**src/rtl/vehicle_mux_sequencer.sv**
```systemverilog
// Round-robin select sequencer for the lane 4:1 vehicle-pattern muxes.
// Holds each enabled source for a programmable number of game ticks and skips disabled sources.
module vehicle_mux_sequencer #(
  parameter int DATAWIDTH_SELECTOR = 2,
  parameter int DATAWIDTH_DWELL    = 8
) (
  input  logic                          VEHICLE_SEQ_CLOCK_50,
  input  logic                          VEHICLE_SEQ_RESET_InHigh,
  input  logic                          VEHICLE_SEQ_START_In,
  input  logic                          VEHICLE_SEQ_STOP_In,
  input  logic                          VEHICLE_SEQ_TICK_In,
  input  logic [3:0]                    VEHICLE_SEQ_MASK_In,
  input  logic [DATAWIDTH_DWELL-1:0]    VEHICLE_SEQ_DWELL_In,
  output logic [DATAWIDTH_SELECTOR-1:0] VEHICLE_SEQ_SELECT_Out,
  output logic                          VEHICLE_SEQ_VALID_Out,
  output logic                          VEHICLE_SEQ_CHANGE_Out,
  output logic                          VEHICLE_SEQ_BUSY_Out
);

  localparam logic [1:0] ST_IDLE  = 2'd0;
  localparam logic [1:0] ST_RUN   = 2'd1;
  localparam logic [1:0] ST_STALL = 2'd2;

  logic [1:0]                 state;
  logic [DATAWIDTH_DWELL-1:0] dwell_cnt;
  logic [DATAWIDTH_DWELL-1:0] dwell_load;
  logic [1:0]                 first_sel;
  logic [1:0]                 next_sel;
  logic                       mask_any;
  logic                       cur_enabled;

  // First enabled source after cur, wrapping round to cur itself last.
  function automatic logic [1:0] next_idx(input logic [1:0] cur, input logic [3:0] m);
    logic [1:0] idx;
    next_idx = cur;
    for (int k = 4; k >= 1; k--) begin
      idx = cur + 2'(k);
      if (m[idx]) next_idx = idx;
    end
  endfunction

  function automatic logic [1:0] first_idx(input logic [3:0] m);
    first_idx = 2'd0;
    for (int k = 3; k >= 0; k--) begin
      if (m[k]) first_idx = 2'(k);
    end
  endfunction

  assign mask_any    = |VEHICLE_SEQ_MASK_In;
  assign first_sel   = first_idx(VEHICLE_SEQ_MASK_In);
  assign next_sel    = next_idx(VEHICLE_SEQ_SELECT_Out, VEHICLE_SEQ_MASK_In);
  assign cur_enabled = VEHICLE_SEQ_MASK_In[VEHICLE_SEQ_SELECT_Out];
  // A zero dwell would never expire, so it is promoted to one tick.
  assign dwell_load  = (VEHICLE_SEQ_DWELL_In == '0) ? DATAWIDTH_DWELL'(1) : VEHICLE_SEQ_DWELL_In;

  // NOTE: non-blocking assignments throughout so every register samples pre-edge values.
  always_ff @(posedge VEHICLE_SEQ_CLOCK_50) begin
    if (VEHICLE_SEQ_RESET_InHigh) begin
      state                  <= ST_IDLE;
      dwell_cnt              <= '0;
      VEHICLE_SEQ_SELECT_Out <= '0;
      VEHICLE_SEQ_VALID_Out  <= 1'b0;
      VEHICLE_SEQ_CHANGE_Out <= 1'b0;
      VEHICLE_SEQ_BUSY_Out   <= 1'b0;
    end else begin
      VEHICLE_SEQ_CHANGE_Out <= 1'b0;
      if (VEHICLE_SEQ_STOP_In) begin
        state                  <= ST_IDLE;
        dwell_cnt              <= '0;
        VEHICLE_SEQ_SELECT_Out <= '0;
        VEHICLE_SEQ_VALID_Out  <= 1'b0;
        VEHICLE_SEQ_BUSY_Out   <= 1'b0;
      end else begin
        case (state)
          ST_IDLE: begin
            if (VEHICLE_SEQ_START_In && mask_any) begin
              state                  <= ST_RUN;
              dwell_cnt              <= dwell_load;
              VEHICLE_SEQ_SELECT_Out <= first_sel;
              VEHICLE_SEQ_VALID_Out  <= 1'b1;
              VEHICLE_SEQ_CHANGE_Out <= 1'b1;
              VEHICLE_SEQ_BUSY_Out   <= 1'b1;
            end
          end
          ST_RUN: begin
            if (!mask_any) begin
              state                 <= ST_STALL;
              VEHICLE_SEQ_VALID_Out <= 1'b0;
            end else if (VEHICLE_SEQ_TICK_In) begin
              // A source masked off mid-dwell is abandoned at the first tick.
              if (dwell_cnt <= DATAWIDTH_DWELL'(1) || !cur_enabled) begin
                dwell_cnt              <= dwell_load;
                VEHICLE_SEQ_SELECT_Out <= next_sel;
                VEHICLE_SEQ_CHANGE_Out <= (next_sel != VEHICLE_SEQ_SELECT_Out);
              end else begin
                dwell_cnt <= dwell_cnt - DATAWIDTH_DWELL'(1);
              end
            end
          end
          ST_STALL: begin
            if (mask_any) begin
              state                  <= ST_RUN;
              dwell_cnt              <= dwell_load;
              VEHICLE_SEQ_SELECT_Out <= next_sel;
              VEHICLE_SEQ_VALID_Out  <= 1'b1;
              VEHICLE_SEQ_CHANGE_Out <= 1'b1;
            end
          end
          default: begin
            state                  <= ST_IDLE;
            VEHICLE_SEQ_SELECT_Out <= '0;
            VEHICLE_SEQ_VALID_Out  <= 1'b0;
            VEHICLE_SEQ_BUSY_Out   <= 1'b0;
          end
        endcase
      end
    end
  end

endmodule

```
**config.mk**
```make
export PLATFORM = sky130hd
export DESIGN_NAME = vehicle_mux_sequencer
export DESIGN_NICKNAME = d
export VERILOG_FILES = /design/src/rtl/vehicle_mux_sequencer.sv
export SDC_FILE = /design/constraint.sdc
export NUM_CORES = 1
export LEC_CHECK = 0
export BUFFER_PORTS_ARGS = -buffer_cell sky130_fd_sc_hd__buf_2
export CAP_MARGIN = 40
export CORE_ASPECT_RATIO = 1.4
export CORE_MARGIN = 2
export CORE_UTILIZATION = 55
export DETAILED_ROUTE_END_ITERATION = 10
export GPL_TIMING_DRIVEN = 0
export PLACE_DENSITY_LB_ADDON = 0.2
export SLEW_MARGIN = 20
export SYNTH_ARGS = -nofsm -noshare
export SYNTH_HDL_FRONTEND = slang
export SYNTH_SLANG_ARGS = --single-unit
```
**constraint.sdc**
```tcl
create_clock -name VEHICLE_SEQ_CLOCK_50 -period 2.3 [get_ports VEHICLE_SEQ_CLOCK_50]
set_input_delay 0.115 -clock VEHICLE_SEQ_CLOCK_50 [delete_from_list [all_inputs] [get_ports VEHICLE_SEQ_CLOCK_50]]
set_output_delay 0.115 -clock VEHICLE_SEQ_CLOCK_50 [all_outputs]
set_load 0.1 [all_outputs]
```
==> impl_results.md <==
* Critical path peak fanout at 10
* RD Place Congestion at 0.845
* Max clock buf depth at 2
* Top cells by area, synth: dfxtp_1 (23%), ha_1 (6.7%), o21ai_0 (6.5%)
* Worst min path class: in2reg
* Status: completed
* Wirelength per Cell at 15.8 µm
* Synthesized Nets at 188
* Worst-margin pin slew at 0.627 ns
* Reg2Reg Setup Slack at 0.15 ns
* Final ANT Viol Nets at 0
* # rows at 20
* Worst skew pair latency at 0.30 ns
* IO buf count at 21
* Async set or reset register ratio after synthesis at 0%
* WS Path Type: reg2reg
* Max-Cap Viols at 0
* Global route overflow at 0
* Finish-stage setup viols at 0
* Worst Setup Start Kind: flop
* HPWL Detailed at 2450 µm
* Antenna diode instance count at 0
* H-tree levels at 1
* Largest net degree at the start of global routing at 11
* Placed cell areas at 1430 µm²
* Initial Util at 59.0%
* Cell area power density at 483 nW/µm²
* Final period util at 93.3%
* Inserted Clock Buffers at 3
* Clock root buffer: clkbuf_4
* Layout Skew at 0.00880 ns
* Num Clock Sinks at 15
* Ys flop type: dfxtp_1
* Fin. Hold Viols at 0
* Count of cell types in the netlist at 49
* Core Area at 2200 µm²
* VDD IR max at 0.312 mV
* Post-Syn Instances at 164
* DRT Pass-1 Iters at 4
* R2R depth at 9
* Top cell type's share of synthesized area at 23.1%
* Die Y at 61.5 µm
* Crit path required time at 2.50 ns
* Final Worst Setup Slack at 0.155 ns
* RR Endpoint: dwell_cnt[5]
* Initial antenna violation count at 0
* Design Area, Final at 1480 µm²
* Initial DRC count at 35
* Critical Path AT at 2.34 ns
* Hold Path Stages at 3
* FF-to-FF Start: state[0]
* Final #Nets at 215
* Top Ports at 22
* Most frequent cells after synthesis: nor2_1 (17), o21ai_0 (17), dfxtp_1 (15)
* CP endpoint kind: flop
* Worst hold margin at 0.0834 ns
* Routed WL at 3350 µm
* Syn_area_per_cell at 7.93 µm²
* Total Routing Usage GR at 27.7%
* RSZ-0062 raised after global routing: false
* Slew Viols, Final at 0
* Drt drc at 0
* Die area at 2770 µm²
* Hold Crit Start: VEHICLE_SEQ_DWELL_In[1]
* Post-synth top area cell: dfxtp_1
* Number of global-route vias before repair at 1276
* # hold bufs at CTS at 0
* Yosys reg bits at 15
* Register area share after synthesis at 23.1%
* Fmax at 466 MHz
* Final worst path period need at 2.15 ns
* CTS tree: yes
* Setup WS pre-CTS at -0.0115 ns
* Cell Area, Synth at 1300 µm²
* Ratio of cells with drive above 1 in the final layout at 25.3%
* Post-synth EDFFs at 0
* Die width at 45.1 µm
* Routed vias at 1354
* Clk slew on worst S/H paths at 0.11 ns
* Yosys warnings at 0
* Static Leakage at 0.604 nW
* Worst slew margin at 58.1%
* Layout area overhead at 13.7%
* Vias per cell at 6.39
* WHS Endpoint: dwell_cnt[1]
* Global-route wire length before repair at 5690 µm
## state kept, by name, indices dropped and copies added (netlist names)
register,flops
VEHICLE_SEQ_BUSY_Out,1
state,2
VEHICLE_SEQ_VALID_Out,1
VEHICLE_SEQ_CHANGE_Out,1
dwell_cnt,8
VEHICLE_SEQ_SELECT_Out,2
## how the worst max path moves through the flow
stage                         startpoint            to  cells past startpoint
6_report                        state[0]  dwell_cnt[5]                      9
5_1_grt                         state[0]  dwell_cnt[5]                      9
4_1_cts                         state[0]  dwell_cnt[5]                      9
3_5_place_dp                    state[0]  dwell_cnt[5]                      9
3_3_place_gp                    state[0]  dwell_cnt[5]                      9
2_1_floorplan  VEHICLE_SEQ_SELECT_Out[1]  dwell_cnt[5]                      6
## per-stage QoR
step	utilization (%)	cells	TNS [ns]	power, mW
final	67.1	212	0	0.713
after global routing	67.1	212	0	0.752
after CTS	66.7	212	0	0.703
after detailed placement	65.1	207	-0.0115	0.543
after global placement	65.1	207	0	0.535
after floorplan	-	164	0	0.481
## critical path, cell delays in order (launching register included)
cell      delay [ns]
dfxtp_1         0.42
inv_1           0.09
ha_1            0.20
clkbuf_1        0.21
inv_1           0.17
o21ai_1         0.10
a221oi_2        0.27
buf_4           0.21
o21ai_0         0.11
a32o_1          0.27
## report_power, final
part | total (mW) | leakage, nW | internal (mW) | switching [mW]
clock | 0.165 | 0.0177 | 0.0649 | 0.0996
combinational | 0.263 | 0.464 | 0.0981 | 0.165
sequential | 0.285 | 0.123 | 0.272 | 0.0128
## area by class of cell
cell class,instances,area (µm²)
Clock inverter,1,5.00
Tap cell,22,27.5
Buffer,11,63.8
Inverter,10,37.5
Clock buffer,3,22.5
Sequential cell,15,302
Multi-Input combinational cell,128,907
Fill cell,202,724
Timing Repair Buffer,22,113
## what timing repair did
item | in CTS | in global routing
buffers inserted | 1 | 0
pin swaps | 1 | 0
gates resized for setup | 0 | 4
setup endpoints to repair | 3 | 8
## cells by family (layout without fill, tap and decap cells)
group,count (synthesis),after routing,share of synthesized area [%]
muxes,4,4,3.18
AOI/OAI and AO/OA,60,60,35.9
DFF,15,15,23.1
and+or+nand+nor,57,57,23.5
buffers and inverters,21,47,7.60
adders and majority gates,7,7,6.74
## per-layer routing
metal / part of all wire, % / up-vias / global-route usage, % / wire [µm]
met3: 4.2 / 4 / 2.93 / 140
met1: 43 / 637 / 34.5 / 1440
li1: - / 671 / - / -
met5: 0 / - / 0 / 0
met2: 52 / 42 / 47.8 / 1730
met4: 1.0 / 0 / 11.8 / 35
## layout by cell type, fill, tap and decap left out, drive strengths merged, types with 2 or more instances in the layout
master / n
a211oi: 2
a21boi: 2
a21oi: 6
a31oi: 4
a32o: 7
and2: 2
buf: 28
clkbuf: 8
dfxtp: 15
ha: 7
inv: 10
mux2i: 3
nand2: 12
nand2b: 2
nor2: 17
nor2b: 2
nor3: 8
nor4: 4
o211ai: 4
o21ai: 18
o221a: 2
o31ai: 3
o32a: 2
o41ai: 2
or2: 2
or3: 2
or4: 2
(Power assumes the default switching activity.)
